### config.mk
export PLATFORM = sky130hd
export DESIGN_NAME = regfile_port_arbiter_flat
export DESIGN_NICKNAME = d
export VERILOG_FILES = /design/src/rtl/regfile_port_arbiter_if.sv /design/src/rtl/regfile_port_arbiter.sv /design/src/flat_wrapper.sv
export SDC_FILE = /design/constraint.sdc
export NUM_CORES = 1
export LEC_CHECK = 0
export ABC_AREA = 0
export ABC_CLOCK_PERIOD_IN_PS = 2000
export BUFFER_PORTS_ARGS = -buffer_cell sky130_fd_sc_hd__buf_2
export CAP_MARGIN = 20
export CORE_MARGIN = 2
export CORE_UTILIZATION = 40
export DETAILED_ROUTE_END_ITERATION = 6
export GPL_ROUTABILITY_DRIVEN = 0
export PLACE_DENSITY = 0.81
export RECOVER_POWER = 100
export SLEW_MARGIN = 40
export SYNTH_ARGS = -nofsm -noshare
export SYNTH_HDL_FRONTEND = slang
export SYNTH_SLANG_ARGS = --single-unit
### constraint.sdc
create_clock -name clk -period 2 [get_ports clk]
set_input_delay 0.3 -clock clk [delete_from_list [all_inputs] [get_ports clk]]
set_output_delay 0.3 -clock clk [all_outputs]
set_load 0.01 [all_outputs]
### src/rtl/regfile_port_arbiter_if.sv
// regfile_port_arbiter_if: writeback, debug and register-file signals around the write-port arbiter
interface regfile_port_arbiter_if #(parameter int XLEN = 32, parameter int AW = 5);
  logic            wb_we;
  logic [AW-1:0]   wb_rd;
  logic [XLEN-1:0] wb_data;
  logic            dbg_req;
  logic            dbg_we;
  logic [AW-1:0]   dbg_addr;
  logic [XLEN-1:0] dbg_wdata;
  logic            dbg_ack;
  logic [XLEN-1:0] dbg_rdata;
  logic [XLEN-1:0] rf_rdata;
  logic            rf_we;
  logic [AW-1:0]   rf_waddr;
  logic [XLEN-1:0] rf_wdata;
  logic [AW-1:0]   rf_raddr;
  logic            dbg_rd_sel;
  logic            stall;
  logic            clear_done;
  modport slave (
    input  wb_we, wb_rd, wb_data, dbg_req, dbg_we, dbg_addr, dbg_wdata, rf_rdata,
    output dbg_ack, dbg_rdata, rf_we, rf_waddr, rf_wdata, rf_raddr, dbg_rd_sel, stall, clear_done
  );
  modport master (
    output wb_we, wb_rd, wb_data, dbg_req, dbg_we, dbg_addr, dbg_wdata, rf_rdata,
    input  dbg_ack, dbg_rdata, rf_we, rf_waddr, rf_wdata, rf_raddr, dbg_rd_sel, stall, clear_done
  );
endinterface

### src/rtl/regfile_port_arbiter.sv
// regfile_port_arbiter: post-reset clear, then shares the register-file write port between writeback and debug
module regfile_port_arbiter #(
  parameter int XLEN = 32,
  parameter int NREG = 32,
  parameter int AW   = 5
) (
  input logic clk,
  input logic rst_n,
  regfile_port_arbiter_if.slave bus
);
  typedef enum logic [1:0] {CLEAR, IDLE, ISSUE, ACK} state_t;
  state_t          state;
  logic [AW-1:0]   cnt;
  logic            ack;
  logic            done;
  logic [XLEN-1:0] rdata;
  logic            clr;
  logic            iss;
  logic            dbg_wr;
  always_comb begin
    clr    = state == CLEAR;
    iss    = state == ISSUE && !bus.wb_we;
    dbg_wr = iss && bus.dbg_we;
  end
  // writeback owns the port whenever it is active; debug only fills idle ISSUE cycles
  assign bus.rf_we      = clr || (bus.wb_we ? bus.wb_rd != '0 : dbg_wr && bus.dbg_addr != '0);
  assign bus.rf_waddr   = clr ? cnt : dbg_wr ? bus.dbg_addr : bus.wb_rd;
  assign bus.rf_wdata   = clr ? '0 : dbg_wr ? bus.dbg_wdata : bus.wb_data;
  assign bus.rf_raddr   = bus.dbg_addr;
  assign bus.dbg_rd_sel = iss && !bus.dbg_we;
  assign bus.stall      = state != IDLE;
  assign bus.dbg_ack    = ack;
  assign bus.dbg_rdata  = rdata;
  assign bus.clear_done = done;
  always_ff @(posedge clk or negedge rst_n) begin
    if (!rst_n) begin
      state <= CLEAR;
      cnt   <= '0;
      ack   <= 1'b0;
      rdata <= '0;
      done  <= 1'b0;
    end else begin
      ack <= iss;
      case (state)
        CLEAR: begin
          cnt <= cnt + 1'b1;
          if (cnt == AW'(NREG - 1)) begin
            state <= IDLE;
            done  <= 1'b1;
          end
        end
        IDLE: if (bus.dbg_req) state <= ISSUE;
        ISSUE: if (!bus.wb_we) begin
          state <= ACK;
          if (!bus.dbg_we) rdata <= bus.rf_rdata;
        end
        default: state <= IDLE;
      endcase
    end
  end
endmodule

### src/flat_wrapper.sv
// flat-port wrapper written by rule: the top's interface ports become plain ports
module regfile_port_arbiter_flat 
#(
  parameter int XLEN = 32,
  parameter int NREG = 32,
  parameter int AW   = 5
)
  (clk, rst_n, bus_wb_we, bus_wb_rd, bus_wb_data, bus_dbg_req, bus_dbg_we, bus_dbg_addr, bus_dbg_wdata, bus_rf_rdata, bus_dbg_ack, bus_dbg_rdata, bus_rf_we, bus_rf_waddr, bus_rf_wdata, bus_rf_raddr, bus_dbg_rd_sel, bus_stall, bus_clear_done);
  regfile_port_arbiter_if #(.XLEN(XLEN), .AW(AW)) bus_i ();
  input logic clk;
  input logic rst_n;
  input wire logic [$bits(bus_i.wb_we)-1:0] bus_wb_we;
  input wire logic [$bits(bus_i.wb_rd)-1:0] bus_wb_rd;
  input wire logic [$bits(bus_i.wb_data)-1:0] bus_wb_data;
  input wire logic [$bits(bus_i.dbg_req)-1:0] bus_dbg_req;
  input wire logic [$bits(bus_i.dbg_we)-1:0] bus_dbg_we;
  input wire logic [$bits(bus_i.dbg_addr)-1:0] bus_dbg_addr;
  input wire logic [$bits(bus_i.dbg_wdata)-1:0] bus_dbg_wdata;
  input wire logic [$bits(bus_i.rf_rdata)-1:0] bus_rf_rdata;
  output wire logic [$bits(bus_i.dbg_ack)-1:0] bus_dbg_ack;
  output wire logic [$bits(bus_i.dbg_rdata)-1:0] bus_dbg_rdata;
  output wire logic [$bits(bus_i.rf_we)-1:0] bus_rf_we;
  output wire logic [$bits(bus_i.rf_waddr)-1:0] bus_rf_waddr;
  output wire logic [$bits(bus_i.rf_wdata)-1:0] bus_rf_wdata;
  output wire logic [$bits(bus_i.rf_raddr)-1:0] bus_rf_raddr;
  output wire logic [$bits(bus_i.dbg_rd_sel)-1:0] bus_dbg_rd_sel;
  output wire logic [$bits(bus_i.stall)-1:0] bus_stall;
  output wire logic [$bits(bus_i.clear_done)-1:0] bus_clear_done;
  assign bus_i.wb_we = bus_wb_we;
  assign bus_i.wb_rd = bus_wb_rd;
  assign bus_i.wb_data = bus_wb_data;
  assign bus_i.dbg_req = bus_dbg_req;
  assign bus_i.dbg_we = bus_dbg_we;
  assign bus_i.dbg_addr = bus_dbg_addr;
  assign bus_i.dbg_wdata = bus_dbg_wdata;
  assign bus_i.rf_rdata = bus_rf_rdata;
  assign bus_dbg_ack = bus_i.dbg_ack;
  assign bus_dbg_rdata = bus_i.dbg_rdata;
  assign bus_rf_we = bus_i.rf_we;
  assign bus_rf_waddr = bus_i.rf_waddr;
  assign bus_rf_wdata = bus_i.rf_wdata;
  assign bus_rf_raddr = bus_i.rf_raddr;
  assign bus_dbg_rd_sel = bus_i.dbg_rd_sel;
  assign bus_stall = bus_i.stall;
  assign bus_clear_done = bus_i.clear_done;
  regfile_port_arbiter #(.XLEN(XLEN), .NREG(NREG), .AW(AW)) u_core (.clk(clk), .rst_n(rst_n), .bus(bus_i));
endmodule
# After elaboration in Yosys (flattened, before gate mapping)
# Index checks and enable logic that the tools add are counted.
[totals] ff_bits=41 latchBits=0 mem_bits_rw=0 mem_bits_ro=0 input_bits=111 output_inout_bits=79 wordCells=37 memories=0
[op_classes] n_addsub=1 mul=0 div_mod_pow=0 n_lt_le_gt_ge=0 n_eq_ne=7 n_shift=0 n_mux=9 bitwise_logic=2 reduce_logical=13
[op_table] op="two-way mux 32 bit" count=2
[op_table] op="two-way mux 5 bit" count=2
[op_table] op="nonzero test 5 bit" count=2
[op_table] op="two-way mux 2 bit" count=3
[op_table] op="!= test 2 bit (second input constant)" count=3
[op_table] op="one-hot mux 2 bit (3 select lines)" count=1
[op_table] op="AND reduction 3 bit" count=2
[op_table] op="adder 5 x 1 -> 5 bit (second input constant)" count=1
[op_table] op="equality test 5 bit (second input constant)" count=1
[op_table] op="logical AND 1 bit" count=4
[op_table] op="equality test 2 x 1 -> 1 bit (second input constant)" count=1
[op_table] op="equality test 2 bit (second input constant)" count=1
[op_table] op="logical NOT 1 bit" count=2
[op_table] op="logical NOT 2 bit" count=1
[op_table] op="!= test 2 x 1 -> 1 bit (second input constant)" count=1
[op_table] op="NOT 1 bit" count=2
[op_table] op="AND reduction 2 bit" count=1
[op_table] op="logical OR 1 bit" count=1
[op_table] op="two-way mux 1 bit" count=1

# Depth between registers and ports, before layout
[logic_depth] depth_word=6 mapped_depth=7 ltp_nobuf=5

# Worst setup path before layout
# No wires, ideal clock.
[synth_timing] path_type="reg2reg" from="register u_core.cnt[0]" to="register u_core.state[1]" setup_ns=0.125 arrival_time_ns=1.551 required_time_ns=1.875 setup_slack_ns=0.324 stages_incl_launch_ff=6 n_path_buf=0 period_less_slack_ns=1.676 cell_sequence="dfrtp_1 -> ha_1 -> and3_1 -> ha_1 -> o221ai_1 -> mux2_2"
[synth_between] elab_chain_cells=3
[synth_rtl] element="start, declared" line="regfile_port_arbiter.sv:13" rtl="logic [AW-1:0] cnt;"
[synth_rtl] element="start signal, assigned" line="regfile_port_arbiter.sv:46" rtl="cnt <= cnt + 1'b1;"
[synth_rtl] element="equality test 5 bit" line="regfile_port_arbiter.sv:47" rtl="if (cnt == AW'(NREG - 1)) begin"
[synth_rtl] element="!= test 2 bit (no source line)"
[synth_rtl] element="AND reduction 3 bit (no source line)"
[synth_rtl] element="end signal, assigned" line="regfile_port_arbiter.sv:48" rtl="state <= IDLE;"
[synth_rtl] element="end signal, assigned" line="regfile_port_arbiter.sv:52" rtl="IDLE: if (bus.dbg_req) state <= ISSUE;"
[synth_rtl] element="end signal, assigned" line="regfile_port_arbiter.sv:54" rtl="state <= ACK;"
[synth_rtl] element="end, declared" line="regfile_port_arbiter.sv:12" rtl="state_t state;"
# Every way passes these cells.
# A chain may end at the register's enable or synchronous reset.

# Worst setup path in the final report
[layout_timing] from="register u_core.state[0]" to="output port bus_rf_wdata[14]"
[layout_between] elab_chain_cells=5 word_cells_on_any_way=6 classes_between="eq/ne: 1; mux: 2; reduce/logical: 3"
[layout_rtl] element="start signal, assigned" line="regfile_port_arbiter.sv:37" rtl="state <= CLEAR;"
[layout_rtl] element="start signal, assigned" line="regfile_port_arbiter.sv:48"
[layout_rtl] element="start signal, assigned" line="regfile_port_arbiter.sv:52"
[layout_rtl] element="equality test 2 bit" line="regfile_port_arbiter.sv:22" rtl="iss = state == ISSUE && !bus.wb_we;"
[layout_rtl] element="logical AND 1 bit" line="regfile_port_arbiter.sv:22"
[layout_rtl] element="logical AND 1 bit" line="regfile_port_arbiter.sv:23" rtl="dbg_wr = iss && bus.dbg_we;"
[layout_rtl] element="two-way mux 32 bit" line="regfile_port_arbiter.sv:28" rtl="assign bus.rf_wdata = clr ? '0 : dbg_wr ? bus.dbg_wdata : bus.wb_data;"
[layout_rtl] element="two-way mux 32 bit (*)" line="regfile_port_arbiter.sv:28"
[layout_rtl] element="end, declared" line="flat_wrapper.sv:24" rtl="output wire logic [$bits(bus_i.rf_wdata)-1:0] bus_rf_wdata;"
# Mark *: on every way between the ends. The rest lies on a longest branch, timed or not.

==> results.txt <==
layout cells sized above 1 - 0.591
row count - 28
# DRC - 0
Max Slew Vio Count - 0
crit start category - flip-flop
overall global routing resource usage - 0.197
Initial Utilization - 0.412
Final Hold Viols - 0
Worst path depth - 6
min Tclk post-route - 1970 ps
vias per inst - 4.74
dpl cell area - 3380 sq um
Buf+Inv Stages, Crit Path - 4
PwrDens - 1210 nW/um^2
Worst VDD drop - 0.819 mV
Synth Register Bits - 41
Rel. slew slack - 0.676
largest net degree at the start of global routing - 30
crit path capture type - primary output
most frequent cells in the layout - buf_2 (186), nand2_1 (71), dfrtp_1 (41)
number of DRC markers in iteration 0 - 56
grt ovf - 0
Max-Cap Viols - 0
Netlist cell types - 26
worst hold slack - 230 ps
TritonCTS Buffers - 5
CP Max Fanout - 29
fin area - 3600 sq um
worst hold path type - input pin to flip-flop
Worst Clk Skew - 8.39 ps
Setup WS post-layout - 29.0 ps
Critical Path End - bus_rf_wdata[14]
Avg Inst Size Synth - 10.2 sq um
outcome - finished, final reports clean
final setup vio count - 0
Clock Path Buffers - 2
Synth async-reset ratio - 1.00
Cell Area, Synth - 2430 sq um
critical path's top delay family - buffers and inverters
total power - 4.35 mW
Post-synth EDFFs - 0
vias in the first global route - 2132
register-to-register setup slack - 220 ps
H-tree Lvls - 2
Yosys warnings - 0
initial antenna violation count - 1
first-pass GRT wire length - 9.92 mm
die height - 81.9 microns
# placed instances - 486
Tcrit/Tclk final - 0.986
area delta synth->final - 48.3%
Clk Latency, worst-skew pair - 290 ps
full die area - 6700 sq um
core area - 5890 sq um
Final ANT Viol Nets - 0
Pre-antenna DRT Iters - 4
part of the Yosys area used for sequential elements - 0.423
Worst Path Required - 1700 ps
Final nets - 543
crit path cell chain - inv_2 -> buf_4 -> ha_1 -> buf_4 -> a21oi_1 -> buf_2
Crit path top cell by count - buf_4
slowest cell on the critical path - dfrtp_1
DR vias - 2387
Leak - 1.99 nW
CP Launch Point - u_core.state[0]
Synthesized Nets - 353
Worst-Margin Slew - 487 ps
Reg clk slew, reported paths - 80 ps
CTS tree - built
# IOs - 190
HPWL Detailed - 5.42 mm
Max Clk Rate - 507 MHz
critical setup path kind - flip-flop to primary output
crit path DAT - 1670 ps
FF-to-FF path depth - 5
ys flop type - dfrtp_1
reg2reg start - u_core.cnt[0]
pre-CTS setup slack - 106 ps
RSZ-0062 raised after global routing - yes
final std cells w/o fill - 504
CTS Root Cell - clkbuf_8
TritonCTS sink count - 41
reg2reg end - u_core.state[1]
IO buf count - 189
Wirelength per Cell - 14.1 microns
CP peak stage delay - 400 ps
final wirelength - 7.13 mm
most common cell after layout, fill and taps aside - buf_2
Die W - 81.9 microns
Post-Synthesis Cells - 237
[registers in the layout, indices dropped and copies added (netlist names)]
| signal | count |
|---|---|
| u_core.state | 2 |
| u_core.bus.dbg_rdata | 32 |
| u_core.cnt | 5 |
| u_core.bus.dbg_ack | 1 |
| u_core.bus.clear_done | 1 |
[layer usage]
| layer | part of all wire | track usage | routed length, microns | up-vias |
|---|---|---|---|---|
| li1 | - | - | - | 1170 |
| met1 | 0.38 | 0.213 | 2700 | 1083 |
| met2 | 0.51 | 0.367 | 3620 | 123 |
| met3 | 0.094 | 0.0473 | 672 | 11 |
| met4 | 0.021 | 0.0750 | 147 | 0 |
| met5 | 0 | 0 | 0 | - |
[synth_stat cells, drive strengths merged (2+ instances only)]
library cell	instances	area, sq um
xnor2	2	17.5
nand2	71	267
o21ai	7	35.0
inv	4	15.0
dfrtp	41	1030
nor2b	2	27.5
mux2i	6	60.1
mux2	35	503
clkbuf	5	18.8
buf	17	159
a21oi	32	160
ha	5	62.6
or4	2	15.0
[report_power, final]
group | switching, mW | internal, mW
clock | 0.287 | 0.246
sequential | 0.257 | 1.22
combinational | 1.08 | 1.25
total | 1.62 | 2.72
[worst min-delay path by stage]
stage | start | end | depth (start not counted)
after floorplan | rst_n | u_core.bus.clear_done | 0
after global placement | rst_n | u_core.bus.dbg_rdata[28] | 1
after detailed placement | rst_n | u_core.bus.dbg_rdata[30] | 1
after CTS | bus_wb_we | u_core.bus.dbg_ack | 2
after global routing | bus_rf_rdata[4] | u_core.bus.dbg_rdata[4] | 2
final | bus_wb_we | u_core.bus.dbg_ack | 2
[cell type report]
cell class	instances	area (sq um)
fillers	502	2290
multi-input cells	170	1240
repair buffers	205	1130
flip-flops and latches	41	1030
well taps	75	93.8
clock buffers	6	72.6
clock inverters	2	15.0
inverters	4	15.0
diodes	1	2.50
[stage by stage]
stage,setup TNS [ps],utilization
final,0,0.611
after global routing,-1550,0.611
after CTS,0,0.603
after detailed placement,0,0.574
after global placement,0,0.574
after floorplan,0,-
[logic make-up after synthesis]
logic type	Yosys count	share of synthesized area
fa+ha+maj	5	0.0258
buf+inv	26	0.0794
flops	41	0.423
compound gates	41	0.0872
xor+xnor	3	0.0108
mux	41	0.232
simple gates	80	0.142
[repair_timing]
item | in CTS | in global routing
gates cloned | 1 | 1
endpoints found under the setup margin | 39 | 38
gates resized for setup | 4 | 12
hold buffers | 1 | 0
endpoints found under the hold margin | 20 | 0
buffers inserted | 3 | 3
pin swaps | 1 | 1
(Power assumes the default switching activity.)
